--- config.mk ---
export PLATFORM = sky130hd
export DESIGN_NAME = mmio_uart_tx
export DESIGN_NICKNAME = d
export VERILOG_FILES = /design/src/rtl/mmio_pkg.sv /design/src/rtl/uart_tx_fifo.sv /design/src/rtl/mmio_uart_tx.sv
export SDC_FILE = /design/constraint.sdc
export NUM_CORES = 1
export LEC_CHECK = 0
export CORE_UTILIZATION = 45
export DETAILED_ROUTE_END_ITERATION = 10
export PLACE_DENSITY = 0.85
export SLEW_MARGIN = 20
export SYNTH_ARGS = -nofsm -noshare
export SYNTH_HDL_FRONTEND = slang
export SYNTH_HIERARCHICAL = 1
export SYNTH_SLANG_ARGS = --single-unit
--- constraint.sdc ---
create_clock -name clk -period 2.9 [get_ports clk]
set_input_delay 0.435 -clock clk [delete_from_list [all_inputs] [get_ports clk]]
set_output_delay 0.435 -clock clk [all_outputs]
set_load 0.01 [all_outputs]
--- src/rtl/mmio_pkg.sv ---
// Shared constants for the memory-mapped UART transmitter: register offsets,
// STATUS bit positions, transmit FSM states and queue depths.
package mmio_pkg;

  localparam logic [31:0] TXDATA_OFS = 32'h0000_0000;
  localparam logic [31:0] STATUS_OFS = 32'h0000_0004;

  localparam int STATUS_FULL = 0;
  localparam int STATUS_BUSY = 1;
  localparam int STATUS_OVF  = 2;

  localparam int FIFO_DEPTH = 4;
  localparam int HOLD_DEPTH = 1;

  typedef enum logic [1:0] {
    IDLE  = 2'd0,
    START = 2'd1,
    DATA  = 2'd2,
    STOP  = 2'd3
  } tx_state_t;

endpackage

--- src/rtl/uart_tx_fifo.sv ---
// Synchronous FIFO: registered write, combinational head output, zero-latency pop.
// A push while full is accepted only when a pop frees an entry on the same edge.
module uart_tx_fifo #(
  parameter int DEPTH = 4,
  parameter int WIDTH = 8
) (
  input  logic             clk,
  input  logic             reset,
  input  logic             push,
  input  logic [WIDTH-1:0] din,
  input  logic             pop,
  output logic [WIDTH-1:0] dout,
  output logic             full,
  output logic             empty
);

  localparam int AW = (DEPTH > 1) ? $clog2(DEPTH) : 1;
  localparam int CW = $clog2(DEPTH + 1);
  localparam logic [AW-1:0] LAST     = AW'(DEPTH - 1);
  localparam logic [CW-1:0] FULL_CNT = CW'(DEPTH);

  logic [WIDTH-1:0] mem [DEPTH];
  logic [AW-1:0]    wr_ptr;
  logic [AW-1:0]    rd_ptr;
  logic [CW-1:0]    count;
  logic             do_push;
  logic             do_pop;

  assign full    = (count == FULL_CNT);
  assign empty   = (count == '0);
  assign do_pop  = pop && !empty;
  assign do_push = push && (!full || do_pop);
  assign dout    = mem[rd_ptr];

  always_ff @(posedge clk) begin
    if (reset) begin
      wr_ptr <= '0;
      rd_ptr <= '0;
      count  <= '0;
    end else begin
      if (do_push) wr_ptr <= (wr_ptr == LAST) ? '0 : wr_ptr + AW'(1);
      if (do_pop)  rd_ptr <= (rd_ptr == LAST) ? '0 : rd_ptr + AW'(1);
      case ({do_push, do_pop})
        2'b10:   count <= count + CW'(1);
        2'b01:   count <= count - CW'(1);
        default: count <= count;
      endcase
    end
  end

  // Storage needs no reset: the pointers alone define what is valid.
  always_ff @(posedge clk) begin
    if (do_push) mem[wr_ptr] <= din;
  end

endmodule

--- src/rtl/mmio_uart_tx.sv ---
// MMIO UART transmitter (TXDATA/STATUS window, 8N1); txd falls one edge after a store to an idle, empty queue.
// Stores to a full queue are dropped and set sticky overflow; MMIO_UART_TX_FIFO_EN selects a 4-deep FIFO over a 1-entry holding register.
module mmio_uart_tx
  import mmio_pkg::*;
#(
  parameter int          CLKS_PER_BIT = 16,
  parameter logic [31:0] BASE_ADDR    = 32'hFFFF_FF00
) (
  input  logic        clk,
  input  logic        reset,
  input  logic [31:0] adr,
  input  logic [31:0] writedata,
  input  logic        memwrite,
  output logic        hit,
  output logic [31:0] rdata,
  output logic        txd
);

  localparam logic [15:0] BAUD_MAX = 16'(CLKS_PER_BIT - 1);

  tx_state_t   state;
  tx_state_t   state_nxt;
  logic [15:0] baud_cnt;
  logic [2:0]  bit_cnt;
  logic [7:0]  shreg;
  logic        txd_nxt;
  logic        baud_end;
  logic        bit_last;
  logic        sel_tx;
  logic        sel_st;
  logic        push;
  logic        pop;
  logic        ovf_clr;
  logic        overflow;
  logic        busy;
  logic [7:0]  q_dat;
  logic        q_full;
  logic        q_empty;
  logic        unused_wd;

  assign sel_tx    = (adr == BASE_ADDR + TXDATA_OFS);
  assign sel_st    = (adr == BASE_ADDR + STATUS_OFS);
  assign hit       = sel_tx || sel_st;
  assign push      = memwrite && sel_tx;
  assign ovf_clr   = memwrite && sel_st && writedata[STATUS_OVF];
  assign unused_wd = ^writedata[31:8];

`ifdef MMIO_UART_TX_FIFO_EN
  uart_tx_fifo #(
    .DEPTH (FIFO_DEPTH),
    .WIDTH (8)
  ) u_fifo (
    .clk   (clk),
    .reset (reset),
    .push  (push),
    .din   (writedata[7:0]),
    .pop   (pop),
    .dout  (q_dat),
    .full  (q_full),
    .empty (q_empty)
  );
`else
  logic       hold_vld;
  logic [7:0] hold_dat;

  always_ff @(posedge clk) begin
    if (reset) begin
      hold_vld <= 1'b0;
      hold_dat <= '0;
    end else if (push && (!hold_vld || pop)) begin
      hold_vld <= 1'b1;
      hold_dat <= writedata[7:0];
    end else if (pop) begin
      hold_vld <= 1'b0;
    end
  end

  assign q_dat   = hold_dat;
  assign q_full  = hold_vld;
  assign q_empty = !hold_vld;
`endif

  // A pop on the same edge frees the slot, so only an unmatched push overflows.
  always_ff @(posedge clk) begin
    if (reset)                          overflow <= 1'b0;
    else if (push && q_full && !pop)    overflow <= 1'b1;
    else if (ovf_clr)                   overflow <= 1'b0;
  end

  assign busy  = (state != IDLE) || !q_empty;
  assign rdata = sel_st ? {29'b0, overflow, busy, q_full} : 32'h0;

  assign baud_end = (baud_cnt == BAUD_MAX);
  assign bit_last = (bit_cnt == 3'd7);

  always_ff @(posedge clk) begin
    if (reset) state <= IDLE;
    else       state <= state_nxt;
  end

  always_comb begin
    state_nxt = state;
    case (state)
      IDLE:  if (!q_empty)             state_nxt = START;
      START: if (baud_end)             state_nxt = DATA;
      DATA:  if (baud_end && bit_last) state_nxt = STOP;
      STOP:  if (baud_end)             state_nxt = q_empty ? IDLE : START;
    endcase
  end

  // txd is registered, so each branch chooses the level for the next bit slot.
  always_comb begin
    pop     = 1'b0;
    txd_nxt = txd;
    case (state)
      IDLE: begin
        txd_nxt = q_empty;
        pop     = !q_empty;
      end
      START: if (baud_end) txd_nxt = shreg[0];
      DATA:  if (baud_end) txd_nxt = bit_last ? 1'b1 : shreg[1];
      STOP: begin
        if (baud_end && !q_empty) begin
          pop     = 1'b1;
          txd_nxt = 1'b0;
        end
      end
    endcase
  end

  always_ff @(posedge clk) begin
    if (reset) begin
      txd      <= 1'b1;
      baud_cnt <= '0;
      bit_cnt  <= '0;
      shreg    <= '0;
    end else begin
      txd      <= txd_nxt;
      baud_cnt <= (state == IDLE || baud_end) ? 16'd0 : baud_cnt + 16'd1;
      if (pop)
        shreg <= q_dat;
      else if (state == DATA && baud_end)
        shreg <= shreg >> 1;
      if (state == DATA && baud_end)
        bit_cnt <= bit_last ? 3'd0 : bit_cnt + 3'd1;
    end
  end

endmodule

==> summary.txt, run 1 <==
Critical path
  • R2R Path Start: baud_cnt[0]$_SDFF_PP0_
  • CP Class: input pin to output port
  • CP arrival: 2.32 ns
  • R2R Setup Slk: 0.65 ns
  • Crit Path Max Fanout: 3
  • Crit Reg-Reg Endpoint: hold_dat[3]$_SDFFE_PP0P_
  • Crit. End Element: output port
  • Worst R2R Path Depth: 8
  • CP Launch Type: input pin
  • Required time worst endpoint: 2.47 ns

Power and ir drop
  • Seq pwr share: 39.5%
  • Combinational share of power: 18.0%
  • P_int: 1.12 mW
  • Power per Cell Area: 513 nW/µm²
  • Design Power: 1.47 mW
  • Switch Pwr: 0.350 mW
  • Max VDD drop: 0.304 mV
  • Sw frac: 23.8%
  • Leak: 1.04 nW
  • Clock power frac: 42.5%

Detailed routing
  • Vias: 1898
  • Detailed Route Iter0 Violations: 90
  • WL/cell: 11.2 µm
  • Routed Antenna Nets: 0
  • Drt pass-1 iters: 4
  • Routed wire length: 4.27 mm
  • Vias per Instance: 4.99
  • DRC violations left: 0

Logic synthesis
  • Top cell type's share of synthesized area: 34.9%
  • Cells after Synth: 265
  • Ranking of synthesized cells by area: dfxtp_1 35%, buf_4 9.8%, nand2b_1 5.2%
  • Post-synth EDFFs: 0
  • Area leader, netlist: dfxtp_1
  • Netlist Area Pre-Place: 2300 µm²
  • Register area share after synthesis: 34.9%
  • Top_reg_cell synth: dfxtp_1
  • Post-synth ARST share: 0%
  • Seq cells post-synth: 40
  • Average size of a mapped cell: 8.66 µm²
  • Synth unique cells: 39
  • Ys Warns: 6

Clock tree
  • Maximum clock path buffer count: 2
  • TritonCTS Buffers: 5
  • Reg clk slew, reported paths: 0.07 ns
  • Root buf cell: clkbuf_8
  • Clock sinks: 40
  • CTS Hold Buffers Added: 0
  • Clk Latency, worst-skew pair: 0.30 ns
  • CTS tree: built
  • Post-CTS setup buffer count: 0
  • H-tree levels: 2
  • Post-CTS sizing: 0

STA
  • Pins Over Slew Limit: 0
  • Max frequency: 0.363 GHz
  • Final worst-path cycle share: 95.0%
  • Final count of negative-setup-slack endpoints: 0
  • Final Hold Viols: 0
  • Setup tns final: 0 ns
  • Unrepaired setup endpoints after global routing: false
  • Final clock skew: 0.00867 ns
  • Worst Tran Pin Value: 0.664 ns
  • Minimum clock period: 2.75 ns
  • Final WS setup: 0.146 ns
  • Slew HR: 55.3%
  • Hold_ws: 0.462 ns

Cells and area
  • Register area: 801 µm²
  • Final #Nets: 387
  • Final std cells w/o fill: 380
  • Final core occ: 59.5%
  • Area of the multi-input gates: 1280 µm²
  • Fillers: 423
  • Area Growth Syn to Fin: 24.8%
  • Final instance area: 2870 µm²
  • Number of diodes: 0
  • Share of post-route cells with drive strength above 1: 7.35%

Min path
  • Hold path start: bit_cnt[2]$_SDFFE_PP0P_
  • Worst min-delay path class: flip-flop to flip-flop
  • Worst Hold Depth: 2
  • WHS Endpoint: bit_cnt[2]$_SDFFE_PP0P_

Floorplan
  • Initial core utilization: 47.7%
  • Placeable Area: 4820 µm²
  • Die span in y: 73.4 µm
  • Die Wd: 73.4 µm
  • Io pins: 101
  • Cell Rows: 25
  • Die Area: 5390 µm²

GRT
  • Overflow after GRT: 0
  • Initial antenna violation count: 0
  • Largest net degree at the start of global routing: 33
  • Gr usage total: 17.0%
  • Vias in the first global route: 1708
  • First-pass GRT wire length: 7.13 mm

Place
  • Placed Instance Area: 2700 µm²
  • Hpwl dp: 3.19 mm
  • Inst Count DP: 372
  • Gpl congestion: 0.798
  • # port buffers: 47
  • Pre-CTS setup slack: 0.0956 ns

Job
  • Max Cap Viol: 0

Outcome
  • Status: finished clean
registers in the layout (all words and copies together), names as in the netlist:
name / cells
shreg: 8
bit_cnt: 3
hold_dat: 8
hold_vld: 1
overflow: 1
txd: 1
state: 2
baud_cnt: 16
power groups by stage:
| stage | clock, mW | combinational [mW] | sequential (mW) |
|---|---|---|---|
| floorplan | 0 | 0.192 | 0.591 |
| global placement | 0 | 0.253 | 0.591 |
| detailed placement | 0 | 0.260 | 0.593 |
| CTS | 0.633 | 0.265 | 0.580 |
| global route | 0.650 | 0.296 | 0.584 |
| finish | 0.624 | 0.265 | 0.580 |
layout by cell type, fill, tap and decap left out, drive strengths merged:
cell type and count:
a221oi 1, bufinv 3, conb 29, nor3 3, mux2i 9, nand2 15
a21oi 6, and4 1, nor3b 1, dfxtp 40, xor2 6, a41oi 1
nand2b 19, nand4 6, a31o 1, o21a 2, o2bb2ai 1, nand4b 1
ha 8, a311oi 7, xnor2 8, nor4 6, clkdlybuf4s50 47, nand3 21
a211oi 3, buf 5, or2 1, nor2 31, a32oi 1, o21ai 3
and2 4, a211o 1, and3 4, inv 9, nor4b 1, clkbuf 5
or3 3
Yosys cell counts (2+ instances only):
cell type and number:
a211oi_1 3, a21oi_1 6, a311oi_1 7, and2_1 4, and3_1 4, buf_2 3, buf_4 30, buf_6 3
clkbuf_1 4, dfxtp_1 40, ha_1 8, inv_1 9, mux2i_1 9, nand2_1 15, nand2b_1 19, nand3_1 21
nand4_1 6, nor2_1 31, nor3_1 3, nor4_1 3, nor4_2 3, o21a_1 2, o21ai_0 2, or3_1 3
xnor2_1 8, xor2_1 6
area by class of cell:
cell class                 instances  share of cell area, %
sequential                        40                   27.9
multi-input combinational        204                   44.7
inverter                           9                   1.18
clock buffer                       5                   2.40
clock inverter                     3                   3.14
timing repair buffer              52                   17.7
tap                               67                   2.93
critical path, stage by stage:
cell and delay [ns]:
clkdlybuf4s50_1 0.46, nand4_1 0.09, nor4_1 0.32, nand4_1 0.18, nor2_2 0.14, and2_1 0.14, clkdlybuf4s50_1 0.54
worst max-delay path by stage:
stage                     slack (ns)                 endpoint              startpoint  cells past startpoint
after floorplan                 1.11  baud_cnt[11]$_SDFF_PP0_  baud_cnt[0]$_SDFF_PP0_                      8
after global routing            0.02                 rdata[0]                 adr[22]                      7
after CTS                       0.09                 rdata[0]                 adr[22]                      7
after detailed placement         0.1                 rdata[0]                 adr[22]                      7
after global placement          0.14                 rdata[0]                 adr[22]                      7
final                           0.15                 rdata[0]                 adr[22]                      7
cell families (layout without fill, tap and decap cells):
group | count (synthesis) | count (layout) | share of synthesized area (%)
adder cells (fa/ha/maj) | 8 | 8 | 4.36
multiplexers | 9 | 9 | 3.92
other | 1 | 29 | 0.163
XOR/XNOR | 14 | 14 | 5.34
buffers and inverters | 49 | 69 | 14.1
AND/OR/NAND/NOR | 117 | 117 | 27.0
AO/OA/AOI/OAI | 27 | 27 | 10.3
flip-flops | 40 | 40 | 34.9
metal layers:
metal	vias to the layer above	track usage, %	wire (µm)
met3	9	3.57	246
met2	79	30.1	2130
li1	941	-	-
met5	-	0	0
met1	869	19.8	1810
met4	0	7.48	87
(Power assumes the default switching activity.)
==> run 2, diff against run 1 <==
- CTS_CLUSTER_DIAMETER: unset -> 40
- SKIP_CTS_REPAIR_TIMING: unset -> 1
==> results of run 2 <==
Same layout as run 1: the final DEF is identical, and so are final timing and power.
